$ cat config.mk
export PLATFORM = sky130hd
export DESIGN_NAME = id_ex_hazard_reg_flat
export DESIGN_NICKNAME = d
export VERILOG_FILES = /design/src/rtl/id_ex_hazard_reg_pkg.sv /design/src/rtl/id_ex_hazard_reg_if.sv /design/src/rtl/id_ex_hazard_reg_load_use_detect.sv /design/src/rtl/id_ex_hazard_reg.sv /design/src/flat_wrapper.sv
export SDC_FILE = /design/constraint.sdc
export NUM_CORES = 1
export LEC_CHECK = 0
export ABC_AREA = 0
export CORE_MARGIN = 4
export CORE_UTILIZATION = 30
export DETAILED_ROUTE_END_ITERATION = 10
export GPL_TIMING_DRIVEN = 1
export PLACE_DENSITY = 0.71
export SYNTH_ARGS = -nofsm -noshare
export SYNTH_HDL_FRONTEND = slang
export SYNTH_SLANG_ARGS = --single-unit
$ cat constraint.sdc
create_clock -name clk_i -period 5.7 [get_ports clk_i]
set_clock_uncertainty 0.1 [all_clocks]
set_input_delay 0.855 -clock clk_i [delete_from_list [all_inputs] [get_ports clk_i]]
set_output_delay 0.855 -clock clk_i [all_outputs]
set_load 0.02 [all_outputs]
$ cat src/rtl/id_ex_hazard_reg_pkg.sv
`default_nettype none
// ------------------------------------------------------------------
// id_ex_hazard_reg_pkg : shared widths, control-bundle layout, update kinds
// Rev 1.0
// ------------------------------------------------------------------
package id_ex_hazard_reg_pkg;

  localparam int DATA_W_DEF = 32;
  localparam int REG_AW_DEF = 5;
  localparam int CNT_W_DEF  = 16;
  localparam int CTRL_W     = 8;

  // Bit positions inside the opaque EX/MEM/WB control bundle
  localparam int c_ctrl_memwrite  = 0;
  localparam int c_ctrl_memtoreg  = 1;
  localparam int c_ctrl_alusrc    = 2;
  localparam int c_ctrl_aluop_lsb = 3;
  localparam int c_ctrl_aluop_msb = 4;
  localparam int c_ctrl_regdst    = 5;

  localparam logic [CTRL_W-1:0]     c_ctrl_nop = '0;
  localparam logic [REG_AW_DEF-1:0] c_reg_zero = '0;

  typedef enum logic [2:0] {
    UPD_RESET  = 3'd0,
    UPD_FLUSH  = 3'd1,
    UPD_HOLD   = 3'd2,
    UPD_BUBBLE = 3'd3,
    UPD_LOAD   = 3'd4
  } upd_e;

  function automatic upd_e sel_update(input logic rst, input logic flush,
                                      input logic hold, input logic haz);
    upd_e r;
    if (rst)        r = UPD_RESET;
    else if (flush) r = UPD_FLUSH;
    else if (hold)  r = UPD_HOLD;
    else if (haz)   r = UPD_BUBBLE;
    else            r = UPD_LOAD;
    return r;
  endfunction

endpackage
`default_nettype wire

$ cat src/rtl/id_ex_hazard_reg_if.sv
`default_nettype none
// ------------------------------------------------------------------
// id_ex_hazard_if : ID-side inputs and EX-side outputs of the ID/EX register
// Rev 1.0
// ------------------------------------------------------------------
interface id_ex_hazard_if
  import id_ex_hazard_reg_pkg::*;
#(
  parameter int DATA_W = DATA_W_DEF,
  parameter int REG_AW = REG_AW_DEF,
  parameter int CNT_W  = CNT_W_DEF
);
  logic              hold_i;
  logic              flush_i;
  logic              id_valid_i;
  logic              id_uses_rt_i;
  logic [REG_AW-1:0] id_rs_i;
  logic [REG_AW-1:0] id_rt_i;
  logic [REG_AW-1:0] id_rd_i;
  logic [DATA_W-1:0] id_rs_data_i;
  logic [DATA_W-1:0] id_rt_data_i;
  logic [DATA_W-1:0] id_imm_i;
  logic              id_regwrite_i;
  logic              id_memread_i;
  logic [CTRL_W-1:0] id_ctrl_i;

  logic              stall_o;
  logic              ex_valid_o;
  logic [REG_AW-1:0] ex_rs_o;
  logic [REG_AW-1:0] ex_rt_o;
  logic [REG_AW-1:0] ex_rd_o;
  logic [DATA_W-1:0] ex_rs_data_o;
  logic [DATA_W-1:0] ex_rt_data_o;
  logic [DATA_W-1:0] ex_imm_o;
  logic              ex_regwrite_o;
  logic              ex_memread_o;
  logic [CTRL_W-1:0] ex_ctrl_o;
  logic [CNT_W-1:0]  bubble_cnt_o;

  modport master (
    output hold_i, flush_i, id_valid_i, id_uses_rt_i, id_rs_i, id_rt_i, id_rd_i,
           id_rs_data_i, id_rt_data_i, id_imm_i, id_regwrite_i, id_memread_i, id_ctrl_i,
    input  stall_o, ex_valid_o, ex_rs_o, ex_rt_o, ex_rd_o, ex_rs_data_o, ex_rt_data_o,
           ex_imm_o, ex_regwrite_o, ex_memread_o, ex_ctrl_o, bubble_cnt_o
  );

  modport slave (
    input  hold_i, flush_i, id_valid_i, id_uses_rt_i, id_rs_i, id_rt_i, id_rd_i,
           id_rs_data_i, id_rt_data_i, id_imm_i, id_regwrite_i, id_memread_i, id_ctrl_i,
    output stall_o, ex_valid_o, ex_rs_o, ex_rt_o, ex_rd_o, ex_rs_data_o, ex_rt_data_o,
           ex_imm_o, ex_regwrite_o, ex_memread_o, ex_ctrl_o, bubble_cnt_o
  );
endinterface
`default_nettype wire

$ cat src/rtl/id_ex_hazard_reg_load_use_detect.sv
`default_nettype none
// ------------------------------------------------------------------
// id_ex_hazard_reg_load_use_detect : load in EX feeding a source of the ID instruction
// Rev 1.0
// ------------------------------------------------------------------
module id_ex_hazard_reg_load_use_detect
  import id_ex_hazard_reg_pkg::*;
#(
  parameter int REG_AW = REG_AW_DEF
) (
  input  wire logic              i_ex_valid,
  input  wire logic              i_ex_memread,
  input  wire logic [REG_AW-1:0] i_ex_rt,
  input  wire logic              i_id_valid,
  input  wire logic              i_id_uses_rt,
  input  wire logic [REG_AW-1:0] i_id_rs,
  input  wire logic [REG_AW-1:0] i_id_rt,
  output logic                   o_haz
);
  logic w_rs_match;
  logic w_rt_match;
  logic w_load_live;

  // $zero is never a real producer, so a load targeting it cannot create a dependency
  assign w_load_live = i_ex_valid & i_ex_memread & (i_ex_rt != REG_AW'(c_reg_zero));
  assign w_rs_match  = (i_ex_rt == i_id_rs);
  assign w_rt_match  = i_id_uses_rt & (i_ex_rt == i_id_rt);
  assign o_haz       = w_load_live & i_id_valid & (w_rs_match | w_rt_match);
endmodule
`default_nettype wire

$ cat src/rtl/id_ex_hazard_reg.sv
`default_nettype none
// ------------------------------------------------------------------
// id_ex_hazard_reg : ID/EX pipeline register with load-use bubble insertion
// Rev 1.0
// ------------------------------------------------------------------
module id_ex_hazard_reg
  import id_ex_hazard_reg_pkg::*;
#(
  parameter int DATA_W = DATA_W_DEF,
  parameter int REG_AW = REG_AW_DEF,
  parameter int CNT_W  = CNT_W_DEF
) (
  input  wire logic      clk_i,
  input  wire logic      rst_i,
  id_ex_hazard_if.slave  bus
);
  logic              r_valid;
  logic [REG_AW-1:0] r_rs;
  logic [REG_AW-1:0] r_rt;
  logic [REG_AW-1:0] r_rd;
  logic [DATA_W-1:0] r_rs_data;
  logic [DATA_W-1:0] r_rt_data;
  logic [DATA_W-1:0] r_imm;
  logic              r_regwrite;
  logic              r_memread;
  logic [CTRL_W-1:0] r_ctrl;
  logic [CNT_W-1:0]  r_bubble_cnt;

  logic w_haz;
  upd_e w_upd;

  id_ex_hazard_reg_load_use_detect #(
    .REG_AW (REG_AW)
  ) u_load_use_detect (
    .i_ex_valid   (r_valid),
    .i_ex_memread (r_memread),
    .i_ex_rt      (r_rt),
    .i_id_valid   (bus.id_valid_i),
    .i_id_uses_rt (bus.id_uses_rt_i),
    .i_id_rs      (bus.id_rs_i),
    .i_id_rt      (bus.id_rt_i),
    .o_haz        (w_haz)
  );

  assign w_upd = sel_update(rst_i, bus.flush_i, bus.hold_i, w_haz);

  // A flush kills the ID instruction and a hold freezes the front end already
  assign bus.stall_o = w_haz & ~bus.flush_i & ~bus.hold_i & ~rst_i;

  always_ff @(posedge clk_i) begin
    case (w_upd)
      UPD_RESET, UPD_FLUSH, UPD_BUBBLE: begin
        r_valid    <= 1'b0;
        r_rs       <= '0;
        r_rt       <= '0;
        r_rd       <= '0;
        r_rs_data  <= '0;
        r_rt_data  <= '0;
        r_imm      <= '0;
        r_regwrite <= 1'b0;
        r_memread  <= 1'b0;
        r_ctrl     <= c_ctrl_nop;
      end
      UPD_LOAD: begin
        r_valid    <= bus.id_valid_i;
        r_rs       <= bus.id_rs_i;
        r_rt       <= bus.id_rt_i;
        r_rd       <= bus.id_rd_i;
        r_rs_data  <= bus.id_rs_data_i;
        r_rt_data  <= bus.id_rt_data_i;
        r_imm      <= bus.id_imm_i;
        r_regwrite <= bus.id_regwrite_i & bus.id_valid_i;
        r_memread  <= bus.id_memread_i & bus.id_valid_i;
        r_ctrl     <= bus.id_valid_i ? bus.id_ctrl_i : c_ctrl_nop;
      end
      default: ;
    endcase
  end

  // Only load-use bubbles are counted; the counter sticks at all-ones
  always_ff @(posedge clk_i) begin
    if (w_upd == UPD_RESET) begin
      r_bubble_cnt <= '0;
    end else if (w_upd == UPD_BUBBLE && r_bubble_cnt != {CNT_W{1'b1}}) begin
      r_bubble_cnt <= r_bubble_cnt + CNT_W'(1);
    end
  end

  assign bus.ex_valid_o    = r_valid;
  assign bus.ex_rs_o       = r_rs;
  assign bus.ex_rt_o       = r_rt;
  assign bus.ex_rd_o       = r_rd;
  assign bus.ex_rs_data_o  = r_rs_data;
  assign bus.ex_rt_data_o  = r_rt_data;
  assign bus.ex_imm_o      = r_imm;
  assign bus.ex_regwrite_o = r_regwrite;
  assign bus.ex_memread_o  = r_memread;
  assign bus.ex_ctrl_o     = r_ctrl;
  assign bus.bubble_cnt_o  = r_bubble_cnt;
endmodule
`default_nettype wire

$ cat src/flat_wrapper.sv
// flat-port wrapper written by rule: the top's interface ports become plain ports
module id_ex_hazard_reg_flat import id_ex_hazard_reg_pkg::*;
#(
  parameter int DATA_W = DATA_W_DEF,
  parameter int REG_AW = REG_AW_DEF,
  parameter int CNT_W  = CNT_W_DEF
)
  (clk_i, rst_i, bus_hold_i, bus_flush_i, bus_id_valid_i, bus_id_uses_rt_i, bus_id_rs_i, bus_id_rt_i, bus_id_rd_i, bus_id_rs_data_i, bus_id_rt_data_i, bus_id_imm_i, bus_id_regwrite_i, bus_id_memread_i, bus_id_ctrl_i, bus_stall_o, bus_ex_valid_o, bus_ex_rs_o, bus_ex_rt_o, bus_ex_rd_o, bus_ex_rs_data_o, bus_ex_rt_data_o, bus_ex_imm_o, bus_ex_regwrite_o, bus_ex_memread_o, bus_ex_ctrl_o, bus_bubble_cnt_o);
  id_ex_hazard_if #(.DATA_W(DATA_W), .REG_AW(REG_AW), .CNT_W(CNT_W)) bus_i ();
  input  wire logic clk_i;
  input  wire logic rst_i;
  input wire logic [$bits(bus_i.hold_i)-1:0] bus_hold_i;
  input wire logic [$bits(bus_i.flush_i)-1:0] bus_flush_i;
  input wire logic [$bits(bus_i.id_valid_i)-1:0] bus_id_valid_i;
  input wire logic [$bits(bus_i.id_uses_rt_i)-1:0] bus_id_uses_rt_i;
  input wire logic [$bits(bus_i.id_rs_i)-1:0] bus_id_rs_i;
  input wire logic [$bits(bus_i.id_rt_i)-1:0] bus_id_rt_i;
  input wire logic [$bits(bus_i.id_rd_i)-1:0] bus_id_rd_i;
  input wire logic [$bits(bus_i.id_rs_data_i)-1:0] bus_id_rs_data_i;
  input wire logic [$bits(bus_i.id_rt_data_i)-1:0] bus_id_rt_data_i;
  input wire logic [$bits(bus_i.id_imm_i)-1:0] bus_id_imm_i;
  input wire logic [$bits(bus_i.id_regwrite_i)-1:0] bus_id_regwrite_i;
  input wire logic [$bits(bus_i.id_memread_i)-1:0] bus_id_memread_i;
  input wire logic [$bits(bus_i.id_ctrl_i)-1:0] bus_id_ctrl_i;
  output wire logic [$bits(bus_i.stall_o)-1:0] bus_stall_o;
  output wire logic [$bits(bus_i.ex_valid_o)-1:0] bus_ex_valid_o;
  output wire logic [$bits(bus_i.ex_rs_o)-1:0] bus_ex_rs_o;
  output wire logic [$bits(bus_i.ex_rt_o)-1:0] bus_ex_rt_o;
  output wire logic [$bits(bus_i.ex_rd_o)-1:0] bus_ex_rd_o;
  output wire logic [$bits(bus_i.ex_rs_data_o)-1:0] bus_ex_rs_data_o;
  output wire logic [$bits(bus_i.ex_rt_data_o)-1:0] bus_ex_rt_data_o;
  output wire logic [$bits(bus_i.ex_imm_o)-1:0] bus_ex_imm_o;
  output wire logic [$bits(bus_i.ex_regwrite_o)-1:0] bus_ex_regwrite_o;
  output wire logic [$bits(bus_i.ex_memread_o)-1:0] bus_ex_memread_o;
  output wire logic [$bits(bus_i.ex_ctrl_o)-1:0] bus_ex_ctrl_o;
  output wire logic [$bits(bus_i.bubble_cnt_o)-1:0] bus_bubble_cnt_o;
  assign bus_i.hold_i = bus_hold_i;
  assign bus_i.flush_i = bus_flush_i;
  assign bus_i.id_valid_i = bus_id_valid_i;
  assign bus_i.id_uses_rt_i = bus_id_uses_rt_i;
  assign bus_i.id_rs_i = bus_id_rs_i;
  assign bus_i.id_rt_i = bus_id_rt_i;
  assign bus_i.id_rd_i = bus_id_rd_i;
  assign bus_i.id_rs_data_i = bus_id_rs_data_i;
  assign bus_i.id_rt_data_i = bus_id_rt_data_i;
  assign bus_i.id_imm_i = bus_id_imm_i;
  assign bus_i.id_regwrite_i = bus_id_regwrite_i;
  assign bus_i.id_memread_i = bus_id_memread_i;
  assign bus_i.id_ctrl_i = bus_id_ctrl_i;
  assign bus_stall_o = bus_i.stall_o;
  assign bus_ex_valid_o = bus_i.ex_valid_o;
  assign bus_ex_rs_o = bus_i.ex_rs_o;
  assign bus_ex_rt_o = bus_i.ex_rt_o;
  assign bus_ex_rd_o = bus_i.ex_rd_o;
  assign bus_ex_rs_data_o = bus_i.ex_rs_data_o;
  assign bus_ex_rt_data_o = bus_i.ex_rt_data_o;
  assign bus_ex_imm_o = bus_i.ex_imm_o;
  assign bus_ex_regwrite_o = bus_i.ex_regwrite_o;
  assign bus_ex_memread_o = bus_i.ex_memread_o;
  assign bus_ex_ctrl_o = bus_i.ex_ctrl_o;
  assign bus_bubble_cnt_o = bus_i.bubble_cnt_o;
  id_ex_hazard_reg #(.DATA_W(DATA_W), .REG_AW(REG_AW), .CNT_W(CNT_W)) u_core (.clk_i(clk_i), .rst_i(rst_i), .bus(bus_i));
endmodule
==> out/metrics.cfg <==
[run_status]
status = complete, no violations

[clock_network]
htree_levels = 4
cts_buffers = 17
ctsLongestPathBuffers = 2
postCtsHoldBufs = 0
cts_tree = done
clock_sinks = 138
cts_resized = 0
cts_root_buffer = clkbuf_16
clkSlewWorstSetupHoldPaths_ns = 0.07
worstSkewPairLatency_ns = 0.41
postCtsSetupBuffers = 0

[global_route]
antenna_found_initial = 0
grt_pass1_vias = 4181
grt_start_max_net_pins = 65
grtUsageTotal = 0.144
grt_pass1_wl_um = 22800
grt_overflow = 0

[power_and_ir_drop]
pwr_density_cell_nw_per_um2 = 286
p_leak_nw = 3.36
ir_drop_mv = 0.196

[timing]
max_freq_mhz = 225
finalMaxSlewViolations = 0
period_share = 0.778
relSlewSlack = 0.400
layout_min_cycle_time_ns = 4.44
rsz0062_at_grt = no
worst_pin_slew_ns = 0.900
setup_tns_ns = 0
hold_viol_final = 0
setup_viol = 0

[detailed_routing]
drt-total-wl_um = 15900
wl_per_cell_um = 17.6
firstDrtPassIters = 5
postRouteAntennaNets = 0
drc = 0
drt_iter0_markers = 132
vias_per_cell = 4.61
vias = 4155

[job]
max_cap_violations = 0

[floorplan]
core-area_um2 = 18100
fp.dieW_um = 144
num_io_pins = 266
start_util = 0.306
dieArea_um2 = 20700
die_y_um = 144
num_rows = 49

[setup_path]
cp_max_fo = 23
cp_data_required_time_ns = 4.74
cp.arrival_ns = 3.48
crit_path_start = rst_i
worst_setup_path_start_kind = input pin
critPathKind = input pin to output port
reg2reg_from = u_core.bus.ex_rt_o[3]
end_kind = output port

[yosys]
synth_seq_cells = 138
yosysWarnings = 0
synthesis.instances = 392
syn_area_um2 = 5540
synth.distinct_cells = 35
syn_avg_cell_area_um2 = 14.1
yosysSeqAreaShare = 0.719
syn_nets = 520

[placed_design]
portBuffers = 265
post_dp_cell_area_um2 = 8440
place_congestion = 0.826
hpwl_um = 11700

[worst_hold_path]
min_from = u_core.bus.bubble_cnt_o[13]
hold_class = flop to flop

[final_layout]
drive_gt1_frac = 0.0684
antenna_cells = 0
areaGrowthSynthToFinish_pct = 63.0
nets = 788
utilization = 0.499
final_area_um2 = 9030
fillers = 1540
seqCellArea_um2 = 3980
multi_input_area_um2 = 1470

-- state kept, by name, summed over array words and instances (netlist names), 5 cells and up --
| name | cells |
|---|---|
| u_core.bus.bubble_cnt_o | 16 |
| u_core.bus.ex_ctrl_o | 8 |
| u_core.bus.ex_imm_o | 32 |
| u_core.bus.ex_rt_o | 5 |
| u_core.bus.ex_rd_o | 5 |
| u_core.bus.ex_rs_o | 5 |
| u_core.bus.ex_rs_data_o | 32 |
| u_core.bus.ex_rt_data_o | 32 |
-- synth_stat cells, drive strengths merged --
cell type | number | area, um^2
edfxtp | 122 | 3660
inv | 4 | 15.0
xnor2 | 10 | 87.6
nor3 | 4 | 20.0
a21oi | 12 | 60.1
or4 | 7 | 56.3
o41ai | 1 | 8.76
or4b | 1 | 10.0
nor2b | 4 | 25.0
nor4b | 1 | 8.76
o21ai | 7 | 35.0
a41oi | 1 | 8.76
o31ai | 6 | 45.0
mux2 | 3 | 33.8
or2 | 1 | 6.26
and3 | 11 | 68.8
nand4 | 7 | 43.8
ha | 1 | 12.5
o22a | 1 | 8.76
and2 | 113 | 708
nand3 | 10 | 50.1
o22ai | 1 | 6.26
clkbuf | 17 | 63.8
dfxtp | 16 | 320
nand2 | 10 | 45.0
nor2 | 10 | 37.5
a211oi | 1 | 20.0
nor4 | 2 | 12.5
or3 | 5 | 36.3
buf | 3 | 21.3
-- through the flow --
stage	setup slack [ns]	instances	hold slack [ns]	power, mW
6_report	1.26	902	0.432	2.58
2_1_floorplan	1.36	392	0.470	1.31
4_1_cts	1.30	902	0.426	2.61
3_5_place_dp	1.30	870	0.416	1.52
5_1_grt	1.15	902	0.463	2.68
3_3_place_gp	1.35	870	0.404	1.52
-- path summary, 6_finish.rpt --
path | to | slack [ns] | cells past startpoint
worst max-delay path | bus_stall_o | 1.26 | 5
worst min register to register | u_core.bus.bubble_cnt_o[13] | 0.43 | 2
worst min-delay path | u_core.bus.bubble_cnt_o[13] | 0.43 | 2
worst max register to register | u_core.bus.bubble_cnt_o[5] | 3.28 | 5
-- final cells by class --
type,count,area share
Timing Repair Buffer,269,0.297
Clock inverter,15,0.0176
Tap cell,229,0.0317
Clock buffer,17,0.0471
Inverter,4,0.00166
Sequential cell,138,0.441
Multi-Input combinational cell,230,0.163
-- metal layers --
layer,GRT usage,part of all wire,up-vias
met5,0,0,-
met2,0.249,0.50,191
li1,-,-,1947
met1,0.173,0.40,1992
met3,0.0399,0.076,25
met4,0.0505,0.020,0
-- cell usage in the layout, fill, tap and decap left out, types with 6 or more instances in the layout --
| master | Yosys | routed |
|---|---|---|
| a21oi_1 | 12 | 11 |
| and2_1 | 112 | 112 |
| and3_1 | 11 | 11 |
| clkbuf_16 | 0 | 17 |
| clkdlybuf4s50_1 | 0 | 265 |
| dfxtp_1 | 16 | 16 |
| edfxtp_1 | 122 | 122 |
| nand2_1 | 9 | 8 |
| nand3_1 | 10 | 10 |
| nand4_1 | 7 | 7 |
| nor2_1 | 10 | 10 |
| o21ai_0 | 7 | 7 |
| o31ai_1 | 6 | 6 |
| or4_1 | 6 | 6 |
| xnor2_1 | 10 | 10 |
-- worst max-delay path, stage by stage --
cell and delay [ns]:
clkdlybuf4s50_1 0.82, or3_4 0.56, a211oi_4 0.42, and2_2 0.22, clkdlybuf4s50_1 0.60
-- kinds of logic (layout without fill, tap and decap cells) --
group / Yosys count / count (layout) / share of synthesized area
adder cells (fa/ha/maj): 1 / 1 / 0.00226
XOR/XNOR: 10 / 10 / 0.0158
AND/OR/NAND/NOR: 186 / 186 / 0.204
flip-flops: 138 / 138 / 0.719
buffers and inverters: 24 / 305 / 0.0181
multiplexers: 3 / 3 / 0.00610
AO/OA/AOI/OAI: 30 / 30 / 0.0348
-- power by group --
part           internal [mW]  switching [mW]  total [mW]  leakage (nW)
clock network          0.618           0.469        1.09         0.277
logic                  0.180           0.146       0.326          1.55
registers               1.15          0.0183        1.17          1.53
total                   1.95           0.633        2.58          3.36
Note: power is estimated with default switching activity, not from simulation.
==> edit 1: new RTL, same settings <==
Set the package constant `DATA_W_DEF` to 64 (it was 32).
--- a/src/rtl/id_ex_hazard_reg_pkg.sv
+++ b/src/rtl/id_ex_hazard_reg_pkg.sv
@@ -5,7 +5,7 @@
 // ------------------------------------------------------------------
 package id_ex_hazard_reg_pkg;
 
-  localparam int DATA_W_DEF = 32;
+  localparam int DATA_W_DEF = 64;
   localparam int REG_AW_DEF = 5;
   localparam int CNT_W_DEF  = 16;
   localparam int CTRL_W     = 8;
Interface: changed (6 resized); port bits go from 266 to 458. No check against the original RTL was run, so the function may have changed too.
==> edit 1 against the original RTL <==
  * Sequential power grew 72%
  * Combinational power grew 74%
  * Non-clock buffer count grew 192
  * Worst hold slack lost 0.012 ns
  * Synthesized area grew 63%
  * Synthesized cell count grew 51%
  * Design area grew 66%
  * Worst setup slack gained 0.086 ns
  * Total power grew 64%
  * Sequential cell count grew 96
  * Global-route usage grew 0.82 points
  * Wire length grew 70%
  * Critical endpoint unchanged
==> edit 1: results <==
group,metric,value,unit
clock_tree,htreeDepth,1,
layout,seq_area_share,45.9,%
global_route,grt_pass1_wl,39100,µm
layout,drive_gt1_share,4.87,%
placed_design,gp_congestion,0.827,
global_route,grt_use_met2,27.4,%
route,first_pass_iters,4,
route,drt_iter0_drc,267,
layout,seq_cells,234,
layout,multi_input_area,2070,µm²
pwr,p_leak,5.61,nW
yosys,synth_seq_area_share,75.8,%
route,wire_per_inst,18.5,µm
layout,fill_cells,2555,
route,wl_met3,2630,µm
layout,multi_input_cells,320,
global_route,track_usage,15.3,%
sta,tightest_slew,0.961,ns
placed_design,dpl.hpwl,20000,µm
layout,inverters,5,
route,viasPerCell,4.36,
setup_path,path_max_fanout,21,
yosys,synthAdderAreaFrac,0.138,%
yosys,synthCells,590,
global_route,grt_antenna_before_repair,1,
layout,nets,1272,
yosys,yosys-top-cells-count,"218 x edfxtp_1, 209 x and2_1, 27 x clkbuf_1, 16 x dfxtp_1, 11 x a21oi_1",
clock_tree,numCtsBuffers,26,
yosys,synthXorXnorAreaFrac,0.967,%
placed_design,post-place-cells,1410,
pwr,comb_power,0.000568,W
layout,diodes,1,
layout,regArea,6870,µm²
clock_tree,clockBufferDepth,3,
clock_tree,clock_latency,0.53,ns
layout,final-nonclk-buf-share,31.1,%
global_route,grt_pass1_vias,6430,
placed_design,io_buffers,457,
layout,nClkBuffers,34,
outcome,status,"finished, final reports clean",
layout,stdcell_count,1459,
pwr,vdd_drop_max,0.174,mV
pwr,seq_power_share,47.2,%
global_route,grt_max_degree,130,
pwr,sw_frac_of_total,22.5,%
-- edit 1: critical path, stage by stage --
cell	delay [ns]
clkdlybuf4s50_1	0.78
or3_4	0.54
a211oi_4	0.40
and2_1	0.19
clkdlybuf4s50_1	0.62
-- edit 1: path summary, 6_finish.rpt --
path / slack, ns / startpoint / depth (start not counted) / end
max: 1.35 / rst_i / 5 / bus_stall_o
min: 0.42 / u_core.bus.bubble_cnt_o[9]$_SDFFE_PN0P_ / 2 / u_core.bus.bubble_cnt_o[9]$_SDFFE_PN0P_
max reg2reg: 3.17 / u_core.bus.ex_rt_o[2]$_SDFFCE_PP0P_ / 6 / u_core.bus.ex_imm_o[23]$_SDFFCE_PP0P_
min reg2reg: 0.42 / u_core.bus.bubble_cnt_o[9]$_SDFFE_PN0P_ / 2 / u_core.bus.bubble_cnt_o[9]$_SDFFE_PN0P_
==> edit 2: new RTL, same settings <==
Without the edit above. The package constant `c_reg_zero` goes from '0 to 1.
--- a/src/rtl/id_ex_hazard_reg_pkg.sv
+++ b/src/rtl/id_ex_hazard_reg_pkg.sv
@@ -19,7 +19,7 @@
   localparam int c_ctrl_regdst    = 5;
 
   localparam logic [CTRL_W-1:0]     c_ctrl_nop = '0;
-  localparam logic [REG_AW_DEF-1:0] c_reg_zero = '0;
+  localparam logic [REG_AW_DEF-1:0] c_reg_zero = 1;
 
   typedef enum logic [2:0] {
     UPD_RESET  = 3'd0,
Formal check against the unedited RTL: not equivalent (a bounded check fails within 4 cycles, from zero or initial values).
==> edit 2 against the original RTL <==
  * Worst hold slack got worse by 0.011 ns
  * First-iteration DRC count is 3.0% higher
  * Total power rose by 1.2%
  * Sequential cell count stayed put
  * Via count fell by 1.1%
  * Synthesized area hardly changed
  * Design area barely moved
  * Die area hardly changed
  * Wire length is 3.2% lower
  * Worst setup slack better by 0.079 ns
  * Critical endpoint unchanged
  * Largest cell class unchanged
  * Largest power group unchanged
  * Highest routed layer unchanged
==> edit 2: results <==
group,metric,value,unit
yosys,synth_seq_area_share,71.9,%
clock_tree,clkSlewWorstSetupHoldPaths,0.06,ns
clock_tree,post_cts_resized,0,
clock_tree,cts_setup_buffers,0,
global_route,track_usage,14.2,%
setup_path,startpoint,"rst_i",
min_path,worstHoldEndpoint,"u_core.bus.bubble_cnt_o[6]$_SDFFE_PN0P_",
placed_design,gp_congestion,0.793,
clock_tree,numCtsBuffers,17,
setup_path,r2r_slack,2.77,ns
setup_path,r2r-end,"u_core.bus.ex_ctrl_o[0]$_SDFFCE_PN0P_",
clock_tree,htreeDepth,4,
layout,fill_cells,1535,
pwr,p_leak,3.33,nW
placed_design,io_buffers,265,
layout,nClkBuffers,17,
global_route,grt_max_degree,75,
pwr,vdd_drop_max,0.191,mV
layout,nets,781,
min_path,hp-class,"reg -> reg",
layout,seq_area_share,44.2,%
yosys,synth_edf_count,122,
setup_path,r2r-start,"u_core.bus.ex_rt_o[2]$_SDFFCE_PP0P_",
clock_tree,root_buffer,"clkbuf_16",
yosys,syn-num-nets,517,
layout,clock_area_share,6.62,%
global_route,grt_pass1_vias,4167,
min_path,hold_path.startpoint,"u_core.bus.bubble_cnt_o[6]$_SDFFE_PN0P_",
layout,n_all_buffers,267,
clock_tree,clockBufferDepth,2,
layout,inverters,1,
layout,diodes,0,
min_path,hold_depth,2,
route,viasPerCell,4.60,
layout,seq_cells,138,
route,first_pass_iters,7,
layout,multi_input_area_share,16.1,%
setup_path,path_max_fanout,19,
layout,multi_input_cells,228,
layout,drive_gt1_share,5.86,%
sta,fmax,230,MHz
sta,slew_headroom,34.7,%
outcome,status,"finished, final reports clean",
clock_tree,clock_latency,0.41,ns
route,drt_iter0_drc,136,
layout,final-nonclk-buf-share,29.9,%
route,wl,15400,µm
placed_design,preCtsSetupSlack,1.37,ns
yosys,yosys-top-cells-count,"122 x edfxtp_1, 113 x and2_1, 16 x a21oi_1, 16 x dfxtp_1, 11 x and3_1",
placed_design,dpl.hpwl,11100,µm
setup_path,worst_ep_arrival_time,3.40,ns
pwr,p_int,0.00202,W
setup_path,crit_slowest_cell,"clkdlybuf4s50_1",
yosys,synth.distinct_cells,36,
setup_path,worst_path_largest_cell_delay,0.75,ns
layout,largest_cell_class,"flip-flops and latches",
yosys,synthTopCellsByArea,"edfxtp_1 66%, and2_1 13%, dfxtp_1 5.8%",
global_route,grt_pass1_wl,22500,µm
-- edit 2: changes by cell type in the layout (fill, tap and decap cells not counted), sizes merged, moves of 3 or more --
cell / before / now
a21oi: 12 / 16
nand4: 7 / 10
nor3: 4 / 1
nor2: 10 / 7
mux2: 3 / 0
inv: 11 / 4
-- edit 2: cells by family after synthesis --
group	Yosys count	synth area share [%]
DFF	138	71.9
adders and majority gates	1	0.226
AOI/OAI and AO/OA	35	3.93
xor gates and xnor gates	10	1.58
and+or+nand+nor	182	20.2
buffers and inverters	23	2.12
-- edit 2: metrics by stage --
| step | instances | area (µm²) | hold WS [ns] |
|---|---|---|---|
| after CTS | 894 | 9020 | 0.418 |
| after floorplan | 389 | 5540 | 0.468 |
| after global routing | 894 | 9020 | 0.450 |
| final | 894 | 9020 | 0.421 |
| after global placement | 863 | 8420 | 0.392 |
| after detailed placement | 863 | 8420 | 0.405 |
-- edit 2: how the worst max path moves through the flow --
| stage | to |
|---|---|
| floorplan | u_core.bus.ex_ctrl_o[0]$_SDFFCE_PN0P_ |
| detailed placement | bus_stall_o |
| global placement | bus_stall_o |
| global route | bus_stall_o |
| CTS | bus_stall_o |
| finish | bus_stall_o |
-- edit 2: power groups by stage --
stage	clock (W)	sequential (W)	combinational [W]
5_1_grt	0.00120	0.00118	0.000343
2_1_floorplan	0	0.00127	0.0000462
3_5_place_dp	0	0.00119	0.000328
4_1_cts	0.00115	0.00117	0.000329
6_report	0.00112	0.00117	0.000325
3_3_place_gp	0	0.00119	0.000324
-- edit 2: layer usage --
metal	vias to the layer above	GRT usage [%]	share of wire, %
met2	186	24.5	52
met5	-	0	0
met4	0	4.41	1.1
met1	1975	16.9	39
met3	15	4.49	8.4
li1	1932	-	-
